**config.mk**
```make
export PLATFORM = sky130hd
export DESIGN_NAME = dmem_arbiter
export DESIGN_NICKNAME = d
export VERILOG_FILES = /design/src/rtl/dmem_arbiter.sv
export SDC_FILE = /design/constraint.sdc
export NUM_CORES = 1
export LEC_CHECK = 0
export ABC_AREA = 0
export CORE_AREA = 5 5 229 231
export CTS_CLUSTER_SIZE = 30
export DETAILED_ROUTE_END_ITERATION = 7
export DIE_AREA = 0 0 234 236
export RECOVER_POWER = 100
export SLEW_MARGIN = 20
export SYNTH_ARGS = -nofsm -noshare
export SYNTH_HDL_FRONTEND = slang
export SYNTH_SLANG_ARGS = --single-unit
```
**constraint.sdc**
```tcl
create_clock -name clk -period 4.4 [get_ports clk]
set_input_delay 0.66 -clock clk [delete_from_list [all_inputs] [get_ports clk]]
set_output_delay 0.66 -clock clk [all_outputs]
set_load 0.005 [all_outputs]
```
**src/rtl/dmem_arbiter.sv**
```systemverilog
// -----------------------------------------------------------------------------
// dmem_arbiter
//
// Shares the single data memory between the processor load/store path (CPU
// port) and the debug/loader path (DBG port). At most one access is granted
// per cycle. The winner's address and write data are steered onto the memory
// bus, and the memory's read/write enables are driven from the winner's
// request. Load data is registered into the winning port's rdata register,
// together with a one-cycle rvalid strobe. The debug port can lock the memory
// for back-to-back accesses. While locked, the CPU is held off and sees
// cpu_stall.
//
// Optional feature (compile-time macro):
//   DMEM_ARB_ROUND_ROBIN_EN
//     Defined   : on a conflict in ARB, the port that was not granted last
//                 wins. prio tracks the last ARB-state grant.
//     Undefined : fixed priority, and the CPU always wins conflicts. prio is
//                 held at its reset value.
//
// Parameters
//   xlen            data and address width in bits
//
// Ports
//   clk             system clock, rising-edge active
//   rst             synchronous active-high reset
//   cpu_req/we/addr/wdata   CPU access request (held until cpu_gnt)
//   cpu_gnt         CPU access performed this cycle
//   cpu_rvalid      one-cycle strobe, cpu_rdata valid
//   cpu_rdata       registered CPU load data
//   cpu_stall       cpu_req & ~cpu_gnt
//   dbg_req/we/addr/wdata   DBG access request (held until dbg_gnt)
//   dbg_lock        DBG requests exclusive ownership while high
//   dbg_gnt/rvalid/rdata    DBG counterparts of the CPU outputs
//   mem_read_en     data memory read enable
//   mem_write_en    data memory write enable
//   mem_address     data memory address
//   mem_write_data  data memory write data
//   mem_read_data   combinational read data from the data memory
// -----------------------------------------------------------------------------
module dmem_arbiter #(
    parameter int xlen = 64
) (
    input  logic            clk,
    input  logic            rst,

    input  logic            cpu_req,
    input  logic            cpu_we,
    input  logic [xlen-1:0] cpu_addr,
    input  logic [xlen-1:0] cpu_wdata,
    output logic            cpu_gnt,
    output logic            cpu_rvalid,
    output logic [xlen-1:0] cpu_rdata,
    output logic            cpu_stall,

    input  logic            dbg_req,
    input  logic            dbg_we,
    input  logic [xlen-1:0] dbg_addr,
    input  logic [xlen-1:0] dbg_wdata,
    input  logic            dbg_lock,
    output logic            dbg_gnt,
    output logic            dbg_rvalid,
    output logic [xlen-1:0] dbg_rdata,

    output logic            mem_read_en,
    output logic            mem_write_en,
    output logic [xlen-1:0] mem_address,
    output logic [xlen-1:0] mem_write_data,
    input  logic [xlen-1:0] mem_read_data
);

    typedef enum logic {
        ARB    = 1'b0,
        LOCKED = 1'b1
    } state_t;

    typedef enum logic {
        PRIO_CPU = 1'b0,
        PRIO_DBG = 1'b1
    } prio_t;

    state_t            state_q;
    prio_t             prio_q;

    logic              cpu_gnt_c;
    logic              dbg_gnt_c;
    logic              cpu_load;
    logic              dbg_load;

    logic              cpu_rvalid_q;
    logic              dbg_rvalid_q;
    logic [xlen-1:0]   cpu_rdata_q;
    logic [xlen-1:0]   dbg_rdata_q;

    // Grant decision. This is purely combinational from the requests and the
    // registered state, so a winning port is served in the cycle it asks.
    // Reset forces every grant low, which also keeps the memory idle. In
    // LOCKED the debug port owns the memory outright, and the CPU is shut out
    // even when the debug port has nothing to do that cycle.
    always_comb begin
        cpu_gnt_c = 1'b0;
        dbg_gnt_c = 1'b0;
        if (!rst) begin
            if (state_q == LOCKED) begin
                dbg_gnt_c = dbg_req;
            end else if (cpu_req && dbg_req) begin
`ifdef DMEM_ARB_ROUND_ROBIN_EN
                // prio remembers who won last, so the other port wins now.
                cpu_gnt_c = (prio_q == PRIO_DBG);
                dbg_gnt_c = (prio_q == PRIO_CPU);
`else
                cpu_gnt_c = 1'b1;
                dbg_gnt_c = 1'b0;
`endif
            end else begin
                cpu_gnt_c = cpu_req;
                dbg_gnt_c = dbg_req;
            end
        end
    end

    assign cpu_gnt   = cpu_gnt_c;
    assign dbg_gnt   = dbg_gnt_c;
    assign cpu_stall = cpu_req & ~cpu_gnt_c;

    assign cpu_load  = cpu_gnt_c & ~cpu_we;
    assign dbg_load  = dbg_gnt_c & ~dbg_we;

    // Memory bus steering. The grants are one-hot or zero, so the enables
    // can be OR-ed from the per-port terms. An idle bus drives zeros rather
    // than leaking a stalled port's address onto the memory.
    always_comb begin
        mem_read_en    = cpu_load | dbg_load;
        mem_write_en   = (cpu_gnt_c & cpu_we) | (dbg_gnt_c & dbg_we);
        mem_address    = '0;
        mem_write_data = '0;
        if (cpu_gnt_c) begin
            mem_address    = cpu_addr;
            mem_write_data = cpu_wdata;
        end else if (dbg_gnt_c) begin
            mem_address    = dbg_addr;
            mem_write_data = dbg_wdata;
        end
    end

    // Control FSM plus the round-robin pointer. The lock is only taken by an
    // ARB-state debug grant with dbg_lock high, so raising dbg_lock without a
    // request does nothing. The lock is released at the first edge that sees
    // dbg_lock low, and that last locked cycle still serves a debug request.
    // prio only moves on ARB-state grants, so accesses made under a lock do
    // not disturb the fairness history.
    always_ff @(posedge clk) begin
        if (rst) begin
            state_q <= ARB;
            prio_q  <= PRIO_CPU;
        end else begin
            case (state_q)
                ARB: begin
                    if (dbg_gnt_c && dbg_lock) begin
                        state_q <= LOCKED;
                    end
`ifdef DMEM_ARB_ROUND_ROBIN_EN
                    if (cpu_gnt_c) begin
                        prio_q <= PRIO_CPU;
                    end else if (dbg_gnt_c) begin
                        prio_q <= PRIO_DBG;
                    end
`else
                    prio_q <= PRIO_CPU;
`endif
                end
                LOCKED: begin
                    if (!dbg_lock) begin
                        state_q <= ARB;
                    end
                end
                default: begin
                    state_q <= ARB;
                end
            endcase
        end
    end

    // Read return path. A granted load captures the memory's combinational
    // read data at the grant edge and raises that port's rvalid for the
    // following cycle only. rdata is left alone otherwise, so it keeps the
    // last loaded value. Back-to-back loads simply keep rvalid high with
    // fresh data each cycle.
    always_ff @(posedge clk) begin
        if (rst) begin
            cpu_rvalid_q <= 1'b0;
            dbg_rvalid_q <= 1'b0;
            cpu_rdata_q  <= '0;
            dbg_rdata_q  <= '0;
        end else begin
            cpu_rvalid_q <= cpu_load;
            dbg_rvalid_q <= dbg_load;
            if (cpu_load) begin
                cpu_rdata_q <= mem_read_data;
            end
            if (dbg_load) begin
                dbg_rdata_q <= mem_read_data;
            end
        end
    end

    // A reset arriving in the cycle after a granted load must swallow the
    // strobe that is already sitting in the register, so gate it here.
    assign cpu_rvalid = cpu_rvalid_q & ~rst;
    assign dbg_rvalid = dbg_rvalid_q & ~rst;
    assign cpu_rdata  = cpu_rdata_q;
    assign dbg_rdata  = dbg_rdata_q;

    // Structural invariants of the arbiter.
    a_one_grant : assert property (@(posedge clk) !(cpu_gnt_c && dbg_gnt_c));
    a_one_enable : assert property (@(posedge clk) !(mem_read_en && mem_write_en));
    a_no_cpu_in_lock : assert property (@(posedge clk) disable iff (rst)
        (state_q == LOCKED) |-> !cpu_gnt_c);
    a_cpu_rvalid_src : assert property (@(posedge clk) disable iff (rst)
        cpu_rvalid_q |-> $past(cpu_load));
    a_dbg_rvalid_src : assert property (@(posedge clk) disable iff (rst)
        dbg_rvalid_q |-> $past(dbg_load));
`ifndef DMEM_ARB_ROUND_ROBIN_EN
    a_prio_held : assert property (@(posedge clk) disable iff (rst)
        prio_q == PRIO_CPU);
`endif

endmodule

```
== After elaboration in Yosys (flattened, before gate mapping) ==
Index checks and enable logic that the tools add are counted.
Cells by class
  add/subtract/negate cells: 0
  bitwise logic cells: 14
  muxes and demuxes: 13
  divide/modulo/power cells: 0
  shift-type cells: 0
  eq/ne operators: 0
  magnitude comparators: 0
  reduce and logical (&&, ||, !) cells: 2
  multiply operators: 0
Operator list (count)
  2-to-1 mux 64 bit: 4
  2-to-1 mux 1 bit: 8
  bitwise AND 1 bit: 7
  NOT 1 bit: 5
  logical AND 1 bit: 2
  OR 1 bit: 2
  case mux 1 bit (2 select lines): 1
Storage, ports and cells
  memories kept: 0
  bits in latches: 0
  register bits: 131
  RAM bits: 0
  bits in read-only memories: 0

== Logic depth before layout (Yosys ltp) ==
  depth after elaboration: 7
  mapped depth: 6

== Worst setup path before layout ==
No wires, ideal clock.
  path type: input to output
  start point: in cpu_req
  end point: out mem_address[0]
  arrival: 1.653 ns
  required time: 3.740 ns
  stages on the path: 6
  setup slack: 2.087 ns
  path through: nor2b_1 and2_1 clkbuf_1 buf_2 buf_2 a22o_1
On the way
  word-level cells in the longest chain between the ends: 6
  elaborated cells on any way between the ends: 9
  classes of those cells: mux (8); reduce/logical (1)
Ends and longest elaborated chain
  from (decl): RTL line 46  | input logic cpu_req,
  logical AND 1 bit: RTL line 105  | end else if (cpu_req && dbg_req) begin
  2-to-1 mux 1 bit: RTL line 105
  2-to-1 mux 1 bit: RTL line 103  | if (state_q == LOCKED) begin
  2-to-1 mux 1 bit: RTL line 102  | if (!rst) begin
  2-to-1 mux 64 bit: RTL line 139  | end else if (dbg_gnt_c) begin
  2-to-1 mux 64 bit *: RTL line 136  | if (cpu_gnt_c) begin
  to (decl): RTL line 66  | output logic [xlen-1:0] mem_address,
Every way passes the cells marked *; elsewhere a longest branch is shown, timed or not.

== Final worst setup path ==
  start point: in cpu_req
  end point: out mem_address[13]
The elaborated chain is that of the path after synthesis.

==> results.txt <==
- Synthesized area divided by synthesized cell count: 8.38 µm²
- Power spread over the standard cell area amounts to 286 nW/µm².
* Postcts setup bufs: 0
- The later pin in the worst-skew pair is clocked with a latency of between 0.4 and 0.5 ns.
- Horizontal die dimension: roughly 230 µm
* Transition time at the pin with the least slew margin: approximately 1.7 ns
* Vias per std cell: between 3 and 4
* Initial standard-cell utilization of the core: 12.2%
* Max-capacitance violation count: 2
- After the flow finishes, the layout carries non-filler instances totaling 1975.
- Number of fillers in the final layout: 5388
* Post-layout instance area: ~13000 µm²
- Total Die Area: 55200 µm²
- Summing all flip-flop and latch instances after layout gives about 2600 µm².
* CTS hold repair buffers: 0
* Worst-case setup slack after placement: 0.364 ns
- The clock passes through at most 2 buffers.
- Input/output buffers: roughly 590
* First-pass GRT wire length: 67800 µm
- Counting cells, the worst reg-to-reg path comes to 5.
- R2R Setup Slk: about 1.1 ns
- At the worst endpoint, the required time is about 3.7 ns.
* Combinational power share: 23.7%
- Entering global routing, the biggest net connects between 150 and 200 pins.
* Wirelength, routed: between 50000 and 60000 µm
- Post-synthesis instance area: between 6000 and 7000 µm²
- H-tree levels: 4
- TritonCTS built the clock tree.
* Setup TNS after final layout: 0 ns
- Nets: about 1600
- The post-route netlist has approximately 3.6% of its cells at a drive strength greater than 1.
- Drt initial violations: approximately 390
- Highest-count cells in the layout ignoring fill and taps: 326 x sky130_fd_sc_hd__clkdlybuf4s50_1, 256 x sky130_fd_sc_hd__nand2_1, 230 x sky130_fd_sc_hd__dlygate4sd3_1
- Clock skew after layout: roughly 0.014 ns
- The share of total power dissipated in sequential elements is about a third.
- Detailed placement finished with a half-perimeter wire length of 43700 µm.
- Max Slew Vio Count: 46
- Placeable core region: about 50000 µm²
- Clock tree synthesis inserted a total of 17 buffers.
- Once routing completed, OpenROAD measured the worst setup slack at ~0.24 ns.
- CTS resizes: 0
- The endpoint identified for the worst register-to-register timing path is cpu_rdata[16].
- The startpoint identified for the worst hold timing path is cpu_rdata[57].
- Post-Place Cell Area: about 13000 µm²
* Num rows: 82
- Violated checks: capacitance limit, slew limit
- Cell Int Power: approximately 2.8 mW
- Antenna violations before repair: 28
- Mean routed wirelength per cell: around 26 µm
- VDD sags by at most between 0.0002 and 0.00025 V.
- The via count of the first global-routing pass is between 8000 and 9000.
- Relative max-transition margin: -11.7%
- The congestion estimate from routability-driven global placement came to slightly above 0.9.
* Result of the run: finished, violations left
- Switching Fraction: roughly a quarter
* Number of vias after detailed routing: just under 8000
- Clock-pin transition on the worst setup and hold timing paths: about 0.060 ns
- The worst setup path is of the in -> out kind.
* Worst EP arrival: approximately 3.5 ns
- The path with the worst hold slack has its endpoint at cpu_rdata[57].
* Number of distinct library cells after synthesis: 18
* Maximum clock frequency: roughly 0.24 GHz
- Counting every sink on the clock net gives 131.
- The count of nets left with antenna violations once routing finished came out at 0.
* Startpoint Class: primary input
- The slowest stage of the critical path belongs to the cell sky130_fd_sc_hd__dlygate4sd3_1.
- Die H: between 200 and 250 µm
* Unrepaired setup endpoints after global routing: false
- Total track usage: ~18%
* Clock root buffer master: sky130_fd_sc_hd__clkbuf_16
- Synthesis inferred approximately 130 register bits.
- Number of instances in the placed design: 1928
- The worst path in the final design needs a cycle of slightly above 4 ns, including I/O delays and setup.
- R2r startpoint: state_q
- Clock network power share: a little over two fifths
- Most common library cell in the layout ignoring fill and taps: sky130_fd_sc_hd__clkdlybuf4s50_1
* Final clock period utilization by the worst path: 94.4%
* Cell depth of the worst min-delay path: 2
- CP max stage delay: approximately 0.71 ns
* CP endpoint kind: output pin
- Power, Total: between 3 and 4 mW
- Area growth syn-to-layout: 116%
* Portion of the post-synthesis area used by sequential elements: between 40% and 50%
* Pre-Repair DR Iteration Count: 5
* I/O pin total: a little under 600
- Summing all multi-input logic gate instances after layout gives 3140 µm².
* LEAKAGE: roughly 5.3 nW
* Synth warn: 0
- The path class of the tightest hold or removal check is reg -> reg.
- Worst-path cell chain: dlygate4sd3_1 -> nor2b_1 -> and2_4 -> buf_12 -> a22o_1 -> dlygate4sd3_1
- After technology mapping, the gate count stands at around 730.
* Nets in the synthesized netlist: 1055
- Global routing finished with a remaining overflow of 0.
- Psw: roughly 980 µW
- The count of final hold-check violations was 0.
- Counting stages on the worst path, the most repeated cell is sky130_fd_sc_hd__dlygate4sd3_1.
* CP Max Fanout: ~50
- For this run, design rule violations remaining after detail routing come to 0.
* Number of setup violations in the final report: 0
==> flip-flops by register name, indices dropped and copies added, names as in the netlist <==
signal,flops
cpu_rdata,64
cpu_rvalid_q,1
dbg_rdata,64
dbg_rvalid_q,1
state_q,1
==> worst max path at each step <==
stage	endpoint	startpoint	slack [ns]
3_3_place_gp	mem_address[13]	cpu_req	0.34
5_1_grt	mem_write_data[59]	cpu_req	0.17
6_report	mem_address[13]	cpu_req	0.24
3_5_place_dp	mem_address[13]	cpu_req	0.36
4_1_cts	mem_address[13]	cpu_req	0.35
2_1_floorplan	mem_address[0]	cpu_req	2.09
==> worst max-delay path: cells and delay by family <==
kind                   cells  cell delay [ns]
buffers and inverters      3             1.64
AOI/OAI and AO/OA          1             0.37
and+or+nand+nor            2             0.80
==> per-layer routing <==
metal  vias to the layer above  track usage [%]  wire (µm)
met5                         -            0.268        101
met2                       442             30.1      25200
li1                       3651                -          -
met1                      3644             17.2      17500
met4                        16             9.61       2780
met3                        92             10.3       6650
==> layout make-up <==
| cell class | count | area share (%) |
|---|---|---|
| Clock inverter | 10 | 1.28 |
| Antenna cell | 15 | 0.285 |
| Sequential cell | 131 | 19.9 |
| Inverter | 2 | 0.0951 |
| Tap cell | 672 | 6.39 |
| Clock buffer | 22 | 3.76 |
| Multi-Input combinational cell | 524 | 23.9 |
| Timing Repair Buffer | 599 | 44.3 |
==> power groups by stage <==
stage	logic, mW	clock network (mW)	registers (mW)
after global routing	0.940	1.71	1.27
final	0.889	1.60	1.27
after CTS	1.00	1.66	1.27
after global placement	0.995	0	1.29
after floorplan	0.226	0	1.30
after detailed placement	0.995	0	1.29
==> through the flow <==
| stage | util [%] | hold WS, ns |
|---|---|---|
| after floorplan | - | 0.445 |
| after global placement | 25.9 | 0.438 |
| after CTS | 27.2 | 0.450 |
| after global routing | 26.3 | 0.462 |
| after detailed placement | 25.9 | 0.441 |
| final | 26.4 | 0.450 |
==> synthesized netlist by cell type <==
cell                       instances  area, µm²
sky130_fd_sc_hd__a21o_1            1       7.51
sky130_fd_sc_hd__nor4b_2           1       15.0
sky130_fd_sc_hd__inv_2             1       3.75
sky130_fd_sc_hd__nor3b_2           1       12.5
sky130_fd_sc_hd__o21ai_1          13       65.1
sky130_fd_sc_hd__a22o_1          129       1130
sky130_fd_sc_hd__dfxtp_1         131       2620
sky130_fd_sc_hd__o211a_1           1       10.0
sky130_fd_sc_hd__nor3b_1           1       7.51
sky130_fd_sc_hd__o21ai_0          51        255
sky130_fd_sc_hd__buf_2            33        165
sky130_fd_sc_hd__buf_4             6       45.0
sky130_fd_sc_hd__mux2i_1          64        641
sky130_fd_sc_hd__nor2b_1           4       25.0
sky130_fd_sc_hd__clkbuf_1         32        120
sky130_fd_sc_hd__and2_1            2       12.5
sky130_fd_sc_hd__inv_1             1       3.75
sky130_fd_sc_hd__nand2_1         256        961
==> cells by family after synthesis <==
kind of cell,count (synthesis),synth area share [%]
AO/OA/AOI/OAI,195,24.1
flip-flops,131,43.0
multiplexers,64,10.5
buffers and inverters,73,5.54
AND/OR/NAND/NOR,265,16.9
No activity file was read; power rests on OpenSTA's default activity.
